[src/rtl/fetch_unit.sv]
// Instruction fetch stage: owns the PC, issues in-order word reads to instruction
// memory, and buffers returned words with their PCs for the decoder.
module fetch_unit #(
    parameter int              XLEN       = 32,
    parameter logic [XLEN-1:0] RESET_PC   = {XLEN{1'b0}},
    parameter int              FIFO_DEPTH = 2
) (
    input  logic            clk,
    input  logic            rst,
    output logic            imem_req_valid,
    input  logic            imem_req_ready,
    output logic [XLEN-1:0] imem_req_addr,
    input  logic            imem_rsp_valid,
    input  logic [XLEN-1:0] imem_rsp_data,
    input  logic            redirect_valid,
    input  logic [XLEN-1:0] redirect_pc,
    output logic            instr_valid,
    output logic [XLEN-1:0] instr,
    output logic [XLEN-1:0] instr_pc,
    input  logic            next_instr
);
    localparam int              PW         = $clog2(FIFO_DEPTH);
    localparam int              CW         = PW + 1;
    localparam logic [XLEN-1:0] ALIGN_MASK = ~(XLEN'(3));

    // Request handshake: a request transfers on a cycle where imem_req_valid and
    // imem_req_ready are both high. valid depends only on registered state, and
    // valid/addr hold until the transfer except across a redirect, which may
    // retarget the address of a request that has not been accepted yet.

    logic [XLEN-1:0] pc;
    logic [XLEN-1:0] pc_mem   [FIFO_DEPTH];
    logic [XLEN-1:0] data_mem [FIFO_DEPTH];
    logic [PW-1:0]   head_ptr, tail_ptr, fill_ptr;
    logic [CW-1:0]   alloc_cnt, pend_cnt, drop_cnt;
    logic [CW:0]     credit_used;

    logic accept, rsp_fill, rsp_drop, pop;
    logic [CW-1:0] acc_c, pop_c, fill_c, drop_c, rsp_c;

    assign credit_used    = {1'b0, alloc_cnt} + {1'b0, drop_cnt};
    assign imem_req_valid = !rst && (credit_used < (CW+1)'(FIFO_DEPTH));
    assign imem_req_addr  = pc;

    // Entries fill strictly in allocation order, so the head is filled exactly
    // when there are more allocated entries than unfilled ones.
    assign instr_valid = !rst && (alloc_cnt > pend_cnt);
    assign instr       = instr_valid ? data_mem[head_ptr] : '0;
    assign instr_pc    = instr_valid ? pc_mem[head_ptr]   : '0;

    assign accept   = imem_req_valid && imem_req_ready;
    assign rsp_drop = imem_rsp_valid && (drop_cnt != '0);
    assign rsp_fill = imem_rsp_valid && (drop_cnt == '0);
    assign pop      = instr_valid && next_instr;

    assign acc_c  = {{(CW-1){1'b0}}, accept};
    assign pop_c  = {{(CW-1){1'b0}}, pop};
    assign fill_c = {{(CW-1){1'b0}}, rsp_fill};
    assign drop_c = {{(CW-1){1'b0}}, rsp_drop};
    assign rsp_c  = {{(CW-1){1'b0}}, imem_rsp_valid};

    always_ff @(posedge clk) begin
        if (rst) begin
            pc        <= RESET_PC & ALIGN_MASK;
            head_ptr  <= '0;
            tail_ptr  <= '0;
            fill_ptr  <= '0;
            alloc_cnt <= '0;
            pend_cnt  <= '0;
            drop_cnt  <= '0;
        end else if (redirect_valid) begin
            // Everything in flight or still unfilled becomes a response to discard.
            pc        <= redirect_pc & ALIGN_MASK;
            head_ptr  <= '0;
            tail_ptr  <= '0;
            fill_ptr  <= '0;
            alloc_cnt <= '0;
            pend_cnt  <= '0;
            drop_cnt  <= drop_cnt + pend_cnt + acc_c - rsp_c;
        end else begin
            if (accept) begin
                pc       <= pc + XLEN'(4);
                tail_ptr <= tail_ptr + PW'(1);
            end
            if (rsp_fill) fill_ptr <= fill_ptr + PW'(1);
            if (pop)      head_ptr <= head_ptr + PW'(1);
            alloc_cnt <= alloc_cnt + acc_c - pop_c;
            pend_cnt  <= pend_cnt + acc_c - fill_c;
            drop_cnt  <= drop_cnt - drop_c;
        end
    end

    always_ff @(posedge clk) begin
        if (!rst && !redirect_valid) begin
            if (accept)   pc_mem[tail_ptr]   <= pc;
            if (rsp_fill) data_mem[fill_ptr] <= imem_rsp_data;
        end
    end

endmodule

[config.mk]
export PLATFORM = sky130hd
export DESIGN_NAME = fetch_unit
export DESIGN_NICKNAME = d
export VERILOG_FILES = /design/src/rtl/fetch_unit.sv
export SDC_FILE = /design/constraint.sdc
export NUM_CORES = 1
export LEC_CHECK = 0
export CAP_MARGIN = 20
export CORE_MARGIN = 10
export CORE_UTILIZATION = 45
export DETAILED_ROUTE_END_ITERATION = 10
export GPL_ROUTABILITY_DRIVEN = 0
export PLACE_DENSITY = 0.77
export REMOVE_ABC_BUFFERS = 1
export SYNTH_ARGS = -nofsm -noshare
export SYNTH_HDL_FRONTEND = slang
export SYNTH_SLANG_ARGS = --single-unit
[constraint.sdc]
create_clock -name clk -period 3.4 [get_ports clk]
set_input_delay 0.34 -clock clk [delete_from_list [all_inputs] [get_ports clk]]
set_output_delay 0.34 -clock clk [all_outputs]
set_load 0.1 [all_outputs]
==> flow_summary.json <==
{
  "final_common_cell": "edfxtp_1",
  "async_flop_share": 0,
  "grt_pass1_wl_microns": 26800,
  "clock-sinks": 164,
  "die_width_microns": 144.7,
  "drt_iter0_drc": 305,
  "period_needed_ns": 3.226,
  "ctsResizeCount": 0,
  "cts_tree": "done",
  "cts-htree-levels": 4,
  "dp_cells": 886,
  "ys_seq_elements": 164,
  "r2r-end": "imem_req_addr[20]",
  "grt_pass1_vias": 4951,
  "fmax_mhz": 310.0,
  "via_count": 4921,
  "rows": 45,
  "worstSetupEndpointType": "register",
  "finalSetupViolations": 0,
  "skew_ns": 0.004910,
  "drive_above_1_share": 0.1616,
  "synth_cell_types": 44,
  "finalCritPeriodShare": 0.9488,
  "rsz0062_at_grt": "no",
  "dpl_cell_area_sq_mm": 0.009500,
  "max_stage_delay_ns": 0.78,
  "syn_inst": 550,
  "cts-root-buf": "clkbuf_16",
  "ios": 168,
  "stdcell_count": 918,
  "clk_pin_slew_ns": 0.06,
  "dr.pass1.iters": 4,
  "clock_latency_ns": 0.42,
  "crit_required_ns": 3.72,
  "min_path_type": "in2reg",
  "hold_start": "redirect_pc[4]",
  "hold_depth": 3,
  "track_usage": 0.1658,
  "path_class": "reg2reg",
  "fin_area_sq_mm": 0.01009,
  "grt-ovfl-total": 0,
  "antenna_found_initial": 0,
  "die_height_microns": 144.7,
  "core_area_sq_mm": 0.01520,
  "crit_fanout": 10,
  "cts_buffers": 17,
  "arrival_ns": 3.54,
  "cts_setup_buffers": 0,
  "irDropWorstVdd_mv": 0.3877,
  "wire_per_inst_microns": 18.98,
  "r2r_setup_slack_ns": 0.17,
  "hold_buffers": 0,
  "synth_area_per_cell_sq_um": 12.73,
  "io_buffers": 161,
  "power_mw": 6.439,
  "crit_chain": "inv_1 -> nor2_1 -> fa_1 -> or4b_1 -> nor3_2 -> nand4_1 -> xor2_1 -> a211oi_1",
  "start_util": 0.4606,
  "syn_area_sq_mm": 0.007002,
  "dpl.hpwl_microns": 12580,
  "cp_top_family": "simple AND/OR/NAND/NOR gates",
  "whs_endpoint": "imem_req_addr[4]",
  "area_growth_pct": 44.07,
  "diodes": 0,
  "via_per_inst": 5.361,
  "hold_viol": 0,
  "ant_nets": 0,
  "r2r-start": "drop_cnt[0]",
  "outcome": "finished clean",
  "crit_path_start_kind": "register",
  "wirelength_microns": 17430,
  "synthFlopType": "edfxtp_1",
  "drc": 0,
  "slowest_stage": "or4b_1",
  "yosysSeqAreaShare": 0.6462,
  "layout.nets": 798,
  "synth_edf_count": 124,
  "worst_pin_slew_ns": 1.068,
  "die-area_sq_mm": 0.02095,
  "ys_warn_count": 0,
  "clock_path_buffers": 2,
  "crit_buf_inv": 1,
  "most-common-layout-cells": "edfxtp_1 (124), nor2_1 (101), clkdlybuf4s50_1 (96), mux2i_1 (67), buf_12 (64)",
  "power_density_mw_per_mm2": 638.4,
  "max_slew_margin": 0.2858,
  "maxCapViolCount": 0,
  "r2r_cells": 8,
  "leakagePower_nw": 3.454,
  "slew_violations": 0,
  "grt_max_degree": 63
}
## metrics by stage
stage                     hold slack, ns  worst slack, ns  TNS, ns  utilization
after floorplan                   0.4046           -2.121   -83.33            -
after global placement            0.4915           0.4280        0       0.6249
after detailed placement          0.4960           0.2342        0       0.6249
after CTS                         0.4853           0.2089        0       0.6635
after global routing              0.4908          0.02145        0       0.6635
final                             0.4910           0.1740        0       0.6635
## metal layers
metal	wire [microns]	up-vias	GRT usage
li1	-	2328	-
met1	7516	2397	0.2058
met5	0	-	0
met2	8513	179	0.2745
met3	1181	17	0.04563
met4	216	0	0.05319
## worst min-delay path, cell delays in order
cell	delay, ns
clkdlybuf4s50_1	0.40
nand2_1	0.07
a21oi_1	0.05
## worst max-delay path by stage
stage / startpoint / end / slack [ns] / cells past startpoint
after floorplan: pend_cnt[1] / alloc_cnt[1] / -2.12 / 12
after global placement: drop_cnt[0] / imem_req_addr[24] / 0.43 / 8
after detailed placement: drop_cnt[0] / imem_req_addr[20] / 0.23 / 8
after CTS: drop_cnt[0] / imem_req_addr[20] / 0.21 / 8
after global routing: drop_cnt[0] / imem_req_addr[20] / 0.02 / 8
final: drop_cnt[0] / imem_req_addr[20] / 0.17 / 8
## cells by family after synthesis
logic type      count (synthesis)  share of synthesized area
buf+inv                        42                    0.02484
simple gates                  194                     0.1321
fa+ha+maj                      11                    0.02180
mux                            67                    0.09578
other cells                     1                  0.0005356
flops                         164                     0.6462
compound gates                 35                    0.03377
xor+xnor                       36                    0.04503
## synthesized netlist by cell type, types with 3 or more instances
library cell | number | area, sq um
and4_1 | 4 | 35.03
edfxtp_1 | 124 | 3724
nand4_1 | 15 | 93.84
ha_1 | 9 | 112.6
buf_4 | 4 | 30.03
nor4_1 | 3 | 18.77
xor2_1 | 15 | 131.4
inv_1 | 11 | 41.29
xnor2_1 | 21 | 183.9
nand2_1 | 22 | 82.58
mux2i_1 | 67 | 670.6
a21oi_1 | 10 | 50.05
nor2_1 | 103 | 386.6
nor3_1 | 5 | 25.02
dfxtp_1 | 40 | 800.8
and2_1 | 4 | 25.02
clkbuf_1 | 23 | 86.33
and3_1 | 9 | 56.30
nor3b_1 | 3 | 22.52
nand3_1 | 15 | 75.07
a211oi_1 | 16 | 120.1
## flip-flops by register name (all words and copies together) (netlist names), named ones only
name and flops:
pend_cnt 2, tail_ptr 1, head_ptr 1, imem_req_addr 30, data_mem 64, alloc_cnt 2, pc_mem 60, drop_cnt 2
fill_ptr 1
## power by group
part           switching, mW  internal, mW  total (mW)
Sequential             0.100          2.27        2.37
Clock                  0.754          1.12        1.88
Combinational           1.48         0.706        2.19
Total                   2.34          4.10        6.44
## cell type report
class / instances / area, sq um
fillers: 1093 / 5115
flip-flops and latches: 164 / 4528
repair buffers: 174 / 2347
multi-input cells: 347 / 2341
clock buffers: 21 / 460.4
well taps: 188 / 235.2
clock inverters: 11 / 126.4
inverters: 13 / 48.80
Note: power is estimated with default switching activity, not from simulation.
